===== config.mk =====
export PLATFORM = sky130hd
export DESIGN_NAME = j_register_flat
export DESIGN_NICKNAME = d
export VERILOG_FILES = /design/src/rtl/j_register_if.sv /design/src/rtl/j_register.sv /design/src/flat_wrapper.sv
export SDC_FILE = /design/constraint.sdc
export NUM_CORES = 1
export LEC_CHECK = 0
export BUFFER_PORTS_ARGS = -buffer_cell sky130_fd_sc_hd__clkbuf_2
export CAP_MARGIN = 30
export CORE_AREA = 4 4 41 43
export CTS_BUF_LIST = sky130_fd_sc_hd__clkbuf_8
export DETAILED_ROUTE_END_ITERATION = 12
export DIE_AREA = 0 0 45 47
export GPL_TIMING_DRIVEN = 0
export SYNTH_ARGS = -nofsm -noshare
export SYNTH_HDL_FRONTEND = slang
export SYNTH_SLANG_ARGS = --single-unit
export TNS_END_PERCENT = 100

===== constraint.sdc =====
create_clock -name clk -period 0.86 [get_ports clk]
set_clock_uncertainty 0.1 [all_clocks]
set_input_delay 0.172 -clock clk [delete_from_list [all_inputs] [get_ports clk]]
set_output_delay 0.172 -clock clk [all_outputs]
set_load 0.005 [all_outputs]

===== src/rtl/j_register_if.sv =====
// Bus-side signals of a j_register: capture data and strobes in, gated stored word out.
// The master drives bus_in/s/e and samples bus_out; the register itself is the slave.
interface j_register_if #(
    parameter int WIDTH = 8
);
    logic [WIDTH-1:0] bus_in;
    logic             s;
    logic             e;
    logic [WIDTH-1:0] bus_out;

    modport master (
        output bus_in,
        output s,
        output e,
        input  bus_out
    );

    modport slave (
        input  bus_in,
        input  s,
        input  e,
        output bus_out
    );
endinterface


===== src/rtl/j_register.sv =====
// Byte register with enable-gated output for a wired-OR bus; 1-cycle write latency, output combinational from e.
// No backpressure: capture happens on any edge with s high, and there is no handshake.
module j_register #(
    parameter int               WIDTH     = 8,
    parameter logic [WIDTH-1:0] RESET_VAL = '0
) (
    input  logic         clk,
    input  logic         reset,
    j_register_if.slave  bus
);
    logic [WIDTH-1:0] mem_q;
    logic [WIDTH-1:0] mem_d;

    // bus_in only reaches the next-state mux when s is high, so junk on an idle bus never lands.
    always_comb begin
        mem_d = mem_q;
        if (bus.s) begin
            mem_d = bus.bus_in;
        end
    end

    always_ff @(posedge clk) begin
        if (reset) begin
            mem_q <= RESET_VAL;
        end else begin
            mem_q <= mem_d;
        end
    end

    // Zeros when disabled so several registers can be ORed onto one shared bus.
    assign bus.bus_out = bus.e ? mem_q : '0;
endmodule


===== src/flat_wrapper.sv =====
// flat-port wrapper written by rule: the top's interface ports become plain ports
module j_register_flat 
#(
    parameter int               WIDTH     = 8,
    parameter logic [WIDTH-1:0] RESET_VAL = '0
)
  (clk, reset, bus_bus_in, bus_s, bus_e, bus_bus_out);
  j_register_if #(.WIDTH(WIDTH)) bus_i ();
  input  logic clk;
  input  logic reset;
  input wire logic [$bits(bus_i.bus_in)-1:0] bus_bus_in;
  input wire logic [$bits(bus_i.s)-1:0] bus_s;
  input wire logic [$bits(bus_i.e)-1:0] bus_e;
  output wire logic [$bits(bus_i.bus_out)-1:0] bus_bus_out;
  assign bus_i.bus_in = bus_bus_in;
  assign bus_i.s = bus_s;
  assign bus_i.e = bus_e;
  assign bus_bus_out = bus_i.bus_out;
  j_register #(.WIDTH(WIDTH), .RESET_VAL(RESET_VAL)) u_core (.clk(clk), .reset(reset), .bus(bus_i));
endmodule

; Word-level counts from Yosys, hierarchy flattened
; Cells that the tools add are included.
; Widths: inputs -> output; s select.
[op_classes]
mux = 1
[op_table]
columns = cell, count
row1 = $mux 8, 1
[word_totals]
reg_bits = 8
input_bits = 12
output_inout_bits = 8
wordCells = 2

; Depth between registers and ports, before layout
; Gate-level depths: netlist of the first run.
[depth]
word_depth = 1
depth_mapped = 3
mapped_depth_nobuf = 2

; Worst setup path after synthesis of the first run
; OpenSTA, ideal clock, no wires.
[synth_timing]
kind = input port to flip-flop
start = input bus_s
end = register u_core.mem_q[0]
setup_ns = 0.124
t_arrival_ns = 0.506
t_required_ns = 0.636
slack_ns = 0.130
path_stages = 3
n_path_buf = 1
path_cell_list = buf_6 mux2i_1 nor2_1
[synth_rtl]
columns = element, line_no
row1 = "start, declared", flat_wrapper.sv:12  ; input wire logic [$bits(bus_i.s)-1:0] bus_s;
row2 = "end signal, assigned", j_register.sv:26  ; mem_q <= mem_d;
row3 = "end, declared", j_register.sv:11  ; logic [WIDTH-1:0] mem_q;

; Worst setup path after layout of the first run
[layout_timing]
start = register u_core.mem_q[6]
end = output bus_bus_out[6]
[layout_via]
elab_chain_len = 1
[layout_lines]
columns = element, line_no
row1 = $mux 8, j_register.sv:31  ; assign bus.bus_out = bus.e ? mem_q : '0;
row2 = "end, declared", flat_wrapper.sv:14  ; output wire logic [$bits(bus_i.bus_out)-1:0] bus_bus_out;
; Every way passes these cells.

==> results of run 1 <==
## critical path: stages, from the launching register on
cell,delay (ps)
dfxtp_2,310
and2_4,130
buf_6,100
## what timing repair did
| action | 4_1_cts | 5_1_grt |
|---|---|---|
| hold buffers | 0 | 0 |
| setup endpoints to repair | 8 | 8 |
| resized for setup | 6 | 8 |
## final cells by class
type | instances | area share, %
clock buffers | 3 | 8.088
flip-flops and latches | 8 | 33.33
multi-input cells | 24 | 32.84
well taps | 15 | 3.676
plain buffers | 2 | 2.941
repair buffers | 17 | 19.12
## cell usage in the layout, fill, tap and decap left out
| cell type | n |
|---|---|
| clkbuf_2 | 15 |
| mux2i_1 | 8 |
| nor2_1 | 8 |
| dfxtp_2 | 8 |
| and2_1 | 5 |
| and2_4 | 3 |
| buf_6 | 3 |
| clkbuf_8 | 3 |
| buf_1 | 1 |
## final timing paths
kind	cells after the start	to
hold / removal	3	u_core.mem_q[2]
setup reg to reg	2	u_core.mem_q[3]
hold reg to reg	2	u_core.mem_q[2]
setup / recovery	2	bus_bus_out[6]
## per-layer routing
layer	part of all wire [%]	up-vias	track usage, %
met1	42	132	9.677
met3	11	0	4.598
met5	0	-	0
met2	47	15	12.15
met4	0	0	7.018
li1	-	151	-
## power groups by stage
stage	registers (mW)	clock network [mW]	logic, mW
2_1_floorplan	0.407	0	0.0594
3_5_place_dp	0.410	0	0.104
3_3_place_gp	0.409	0	0.102
4_1_cts	0.407	0.472	0.104
5_1_grt	0.412	0.487	0.124
6_report	0.409	0.448	0.111
## metrics by stage
step                      util, %  cells  area (um^2)
final                       39.23     69        510.5
after detailed placement    33.75     66        439.2
after global routing        39.23     69        510.5
after global placement      33.75     66        439.2
after floorplan                 -     34        335.3
after CTS                   37.50     69        488.0
## cells by family (layout without fill, tap and decap cells)
group         count (synthesis)  after routing  share of synthesized area (%)
flops                         8              8                          47.76
mux                           8              8                          23.88
simple gates                 16             16                          23.88
buf+inv                       2             22                          4.476
==> results.sh, run 1 <==
export IMPL_grt_pass1_vias=297
export IMPL_p_switching_mw=0.2007
export IMPL_synth_edf_count=0
export IMPL_root_buffer="clkbuf_8"
export IMPL_rrSetupSlack_ps=140
export IMPL_ios=20
export IMPL_violations="setup timing"
export IMPL_synth_seq_area_share_pct=47.76
export IMPL_path_class="flip-flop to primary output"
export IMPL_holdWs_ps=80.80
export IMPL_p_seq_share_pct=42.3
export IMPL_final_seq_area_um2=170.2
export IMPL_routed_via_density=4.319
export IMPL_htreeDepth=1
export IMPL_die_height_um=47
export IMPL_antenna_found_initial=0
export IMPL_syn_num_nets=46
export IMPL_core_rowCount=13
export IMPL_worstReg2RegStart="u_core.mem_q[3]"
export IMPL_cts_made_buffers=3
export IMPL_grt_start_max_net_pins=9
export IMPL_drv_slew=0
export IMPL_yosysTopAreaCellShare_pct=47.76
export IMPL_nNetsFinal=68
export IMPL_swShare_pct=20.74
export IMPL_async_reset_ff_share_pct=0
export IMPL_place_gp_congestion=0.5966
export IMPL_crit_path_start_kind="flip-flop"
export IMPL_fmax_mhz=957.8
export IMPL_rsz0062_at_grt="true"
export IMPL_relSlewSlack_pct=77.26
export IMPL_tightestPinTransition_ps=341.0
export IMPL_cap_violations=0
export IMPL_drc=0
export IMPL_first_iter_violations=0
export IMPL_leakage_nw=0.2642
export IMPL_arrival_ps=770
export IMPL_num_vias=298
export IMPL_n_fill_cell=145
export IMPL_cts_max_path_buffers=2
export IMPL_synth_top_cell_by_area="dfxtp_1"
export IMPL_critPathRequiredTime_ps=590
export IMPL_synth_cells=34
export IMPL_status="finished, violations left"
export IMPL_cp_startpoint="u_core.mem_q[6]"
export IMPL_postCtsSetupBuffers=0
export IMPL_cp_end_kind="primary output"
export IMPL_drt_first_pass_iters=1
export IMPL_layout_drive_gt1_share_pct=59.26
export IMPL_crit_fanout=2
export IMPL_top_register="u_core.mem_q"
export IMPL_grt_ovfl_total=0
export IMPL_yosys_top_cells_count="8 x and2_1, 8 x dfxtp_1, 8 x mux2i_1, 8 x nor2_1"
export IMPL_finalSetupViolations=8
export IMPL_cts_sinks=8
export IMPL_clk_latency_ps=220
export IMPL_ant_nets=0
export IMPL_post_drt_wl_per_cell_um=11.07
export IMPL_port_buffers=17
export IMPL_syn_cell_area_um2=335.3
export IMPL_vdd_ir_drop_max_mv=0.8320
export IMPL_place_ws_ps=-17.63
export IMPL_die_width_um=45
export IMPL_fin_crit_sh_pct=121.4
export IMPL_diodes=0
export IMPL_coreArea_mm2=0.001301
export IMPL_multi_input_area_um2=167.7
export IMPL_cts_tree="built"
export IMPL_fin_ws_ps=-184.1
export IMPL_setup_tns_ps=-1387
export IMPL_grt_util_all_layers_pct=8.651
export IMPL_die_area_mm2=0.002115
export IMPL_powerDensity_mw_per_mm2=1896
export IMPL_ys_ff_latch=8
export IMPL_synthFlopType="dfxtp_1"
export IMPL_top_regs="u_core.mem_q x8"
export IMPL_p_int_mw=0.7672
export IMPL_clkPwrFrac_pct=46.3
export IMPL_area_growth_pct=52.24
export IMPL_synth_avg_cell_area_um2=9.862
export IMPL_hp_start="bus_bus_in[2]"
export IMPL_power_total_mw=0.9678
export IMPL_grt_pass1_wl_um=1221
export IMPL_largest_register_ff_count=8
export IMPL_finalWirelength_um=764
export IMPL_clk_pin_slew_ps=40
export IMPL_combinationalPowerShare_pct=11.5
export IMPL_yosys_warnings=0
export IMPL_hold_path_class="input port to flip-flop"
export IMPL_synth_cell_type_count=6
export IMPL_start_util_pct=25.77
export IMPL_synthTopCellsByArea="dfxtp_1 48%, mux2i_1 24%, and2_1 15%, nor2_1 9.0%, buf_6 3.4%"
export IMPL_post_route_min_period_ps=1044
export IMPL_hold_violations=0
No activity file was read; power rests on OpenSTA's default activity.
==> inputs of run 2 (changes only) <==
--- a/config.mk
+++ b/config.mk
@@ -7,11 +7,14 @@
 export LEC_CHECK = 0
 export BUFFER_PORTS_ARGS = -buffer_cell sky130_fd_sc_hd__clkbuf_2
 export CAP_MARGIN = 30
+export CELL_PAD_IN_SITES_DETAIL_PLACEMENT = 0
+export CELL_PAD_IN_SITES_GLOBAL_PLACEMENT = 1
 export CORE_AREA = 4 4 41 43
 export CTS_BUF_LIST = sky130_fd_sc_hd__clkbuf_8
 export DETAILED_ROUTE_END_ITERATION = 12
 export DIE_AREA = 0 0 45 47
 export GPL_TIMING_DRIVEN = 0
+export PLACE_DENSITY_LB_ADDON = 0.1
 export SYNTH_ARGS = -nofsm -noshare
 export SYNTH_HDL_FRONTEND = slang
 export SYNTH_SLANG_ARGS = --single-unit
==> results.sh, run 2 (synthesis results as in run 1) <==
export IMPL_start_util_pct=25.77
export IMPL_fmax_mhz=963.5
export IMPL_setup_tns_ps=-1353
export IMPL_post_drt_wl_per_cell_um=11.78
export IMPL_fin_util_pct=39.04
export IMPL_largest_register_ff_count=8
export IMPL_antenna_found_initial=0
export IMPL_diodes=0
export IMPL_num_vias=293
export IMPL_ant_nets=0
export IMPL_rsz0062_at_grt="true"
export IMPL_layout_drive_gt1_share_pct=57.41
export IMPL_wl_met2_um=429
export IMPL_top_regs="u_core.mem_q x8"
export IMPL_n_fill_cell=157
export IMPL_grt_pass1_vias=319
export IMPL_die_area_mm2=0.002115
export IMPL_rrSetupSlack_ps=140
export IMPL_vdd_ir_drop_max_mv=0.8922
export IMPL_cts_tree="built"
export IMPL_die_width_um=45
export IMPL_cts_max_path_buffers=2
export IMPL_first_iter_violations=3
export IMPL_nNetsFinal=68
export IMPL_finalWirelength_um=813
export IMPL_postCtsSetupBuffers=0
export IMPL_arrival_ps=770
export IMPL_tightestPinTransition_ps=328.1
export IMPL_clk_pin_slew_ps=40
export IMPL_grt_start_max_net_pins=9
export IMPL_cp_startpoint="u_core.mem_q[1]"
export IMPL_path_class="flip-flop to primary output"
export IMPL_post_route_min_period_ps=1038
export IMPL_crit_path_start_kind="flip-flop"
export IMPL_cts_sinks=8
export IMPL_holdPathEnd="u_core.mem_q[2]"
export IMPL_holdWs_ps=91.54
export IMPL_ios=20
export IMPL_grt_ovfl_total=0
export IMPL_die_height_um=47
export IMPL_hold_violations=0
export IMPL_fin_crit_sh_pct=120.7
export IMPL_grt_pass1_wl_um=1311
export IMPL_grt_util_all_layers_pct=8.961
export IMPL_routed_via_density=4.246
export IMPL_port_buffers=17
export IMPL_root_buffer="clkbuf_8"
export IMPL_layout_common_cells="15 x clkbuf_2, 8 x mux2i_1, 8 x nor2_1, 8 x dfxtp_2, 6 x and2_1"
export IMPL_wl_met3_um=109
export IMPL_relSlewSlack_pct=78.13
export IMPL_htreeDepth=1
export IMPL_place_gp_congestion=0.6060
export IMPL_cap_violations=0
export IMPL_top_register="u_core.mem_q"
export IMPL_finalSetupViolations=8
export IMPL_cts_made_buffers=3
export IMPL_hold_path_class="input port to flip-flop"
export IMPL_hp_start="bus_bus_in[2]"
export IMPL_area_growth_pct=51.49
export IMPL_critPathRequiredTime_ps=590
export IMPL_wl_met1_um=274
export IMPL_clk_latency_ps=220
export IMPL_layoutNonFillerInstCount=69
export IMPL_cp_end_kind="primary output"
export IMPL_coreArea_mm2=0.001301
export IMPL_reg2regPathDepth=2
export IMPL_violations="setup timing"
export IMPL_crit_fanout=2
export IMPL_top_layer="met3"
export IMPL_drv_slew=0
export IMPL_dp_cells=66
export IMPL_final_common_cell="clkbuf_2"
export IMPL_drt_first_pass_iters=4
export IMPL_status="finished, violations left"
export IMPL_place_ws_ps=-8.592
export IMPL_powerDensity_mw_per_mm2=1865
export IMPL_fin_ws_ps=-177.9
export IMPL_regToRegEndpoint="u_core.mem_q[3]"
export IMPL_worstReg2RegStart="u_core.mem_q[3]"
export IMPL_leakage_nw=0.2627
export IMPL_core_rowCount=13
export IMPL_min_path_cells=3
export IMPL_drc=0
-- run 2: cell counts in the layout (fill, tap and decap cells not counted) --
No cell type changed its count.
-- run 2: area by class of cell --
cell class / instances / area [um^2] / area share (%)
Sequential cell: 8 / 170.2 / 33.50
Multi-Input combinational cell: 24 / 165.2 / 32.51
Timing Repair Buffer: 17 / 97.59 / 19.21
Clock buffer: 3 / 41.29 / 8.128
Tap cell: 15 / 18.77 / 3.695
Buffer: 2 / 15.01 / 2.956
-- run 2: worst max path at each step --
stage,cells past startpoint,end
floorplan,3,u_core.mem_q[0]
global placement,3,bus_bus_out[1]
detailed placement,3,bus_bus_out[6]
CTS,2,bus_bus_out[4]
global route,2,bus_bus_out[4]
finish,2,bus_bus_out[1]
-- run 2: per-stage QoR --
| step | cell area [um^2] | total power, mW |
|---|---|---|
| 3_5_place_dp | 439.2 | 0.5165 |
| 6_report | 508.0 | 0.9475 |
| 3_3_place_gp | 439.2 | 0.5085 |
| 5_1_grt | 508.0 | 1.004 |
| 2_1_floorplan | 335.3 | 0.4667 |
| 4_1_cts | 493.0 | 0.9618 |
-- run 2: routing by layer --
layer,up-vias,track usage [%]
li1,149,-
met1,130,8.736
met2,14,15.25
met3,0,3.448
met4,0,7.018
met5,-,0
-- run 2: power breakdown --
group / total [mW] / switching [mW] / internal, mW
logic: 0.112 / 0.0479 / 0.0638
clock network: 0.427 / 0.125 / 0.301
registers: 0.409 / 0.00974 / 0.400
-- run 2: timing repair --
action / in CTS / in global routing
gates cloned: 0 / 0
endpoints found under the setup margin: 8 / 8
gates resized for setup: 9 / 4
hold buffers: 0 / 0
pin swaps: 0 / 0
-- run 2: critical path, stage by stage, from the launching register on --
cell and delay [ps]:
dfxtp_2 310, and2_4 130, buf_6 110
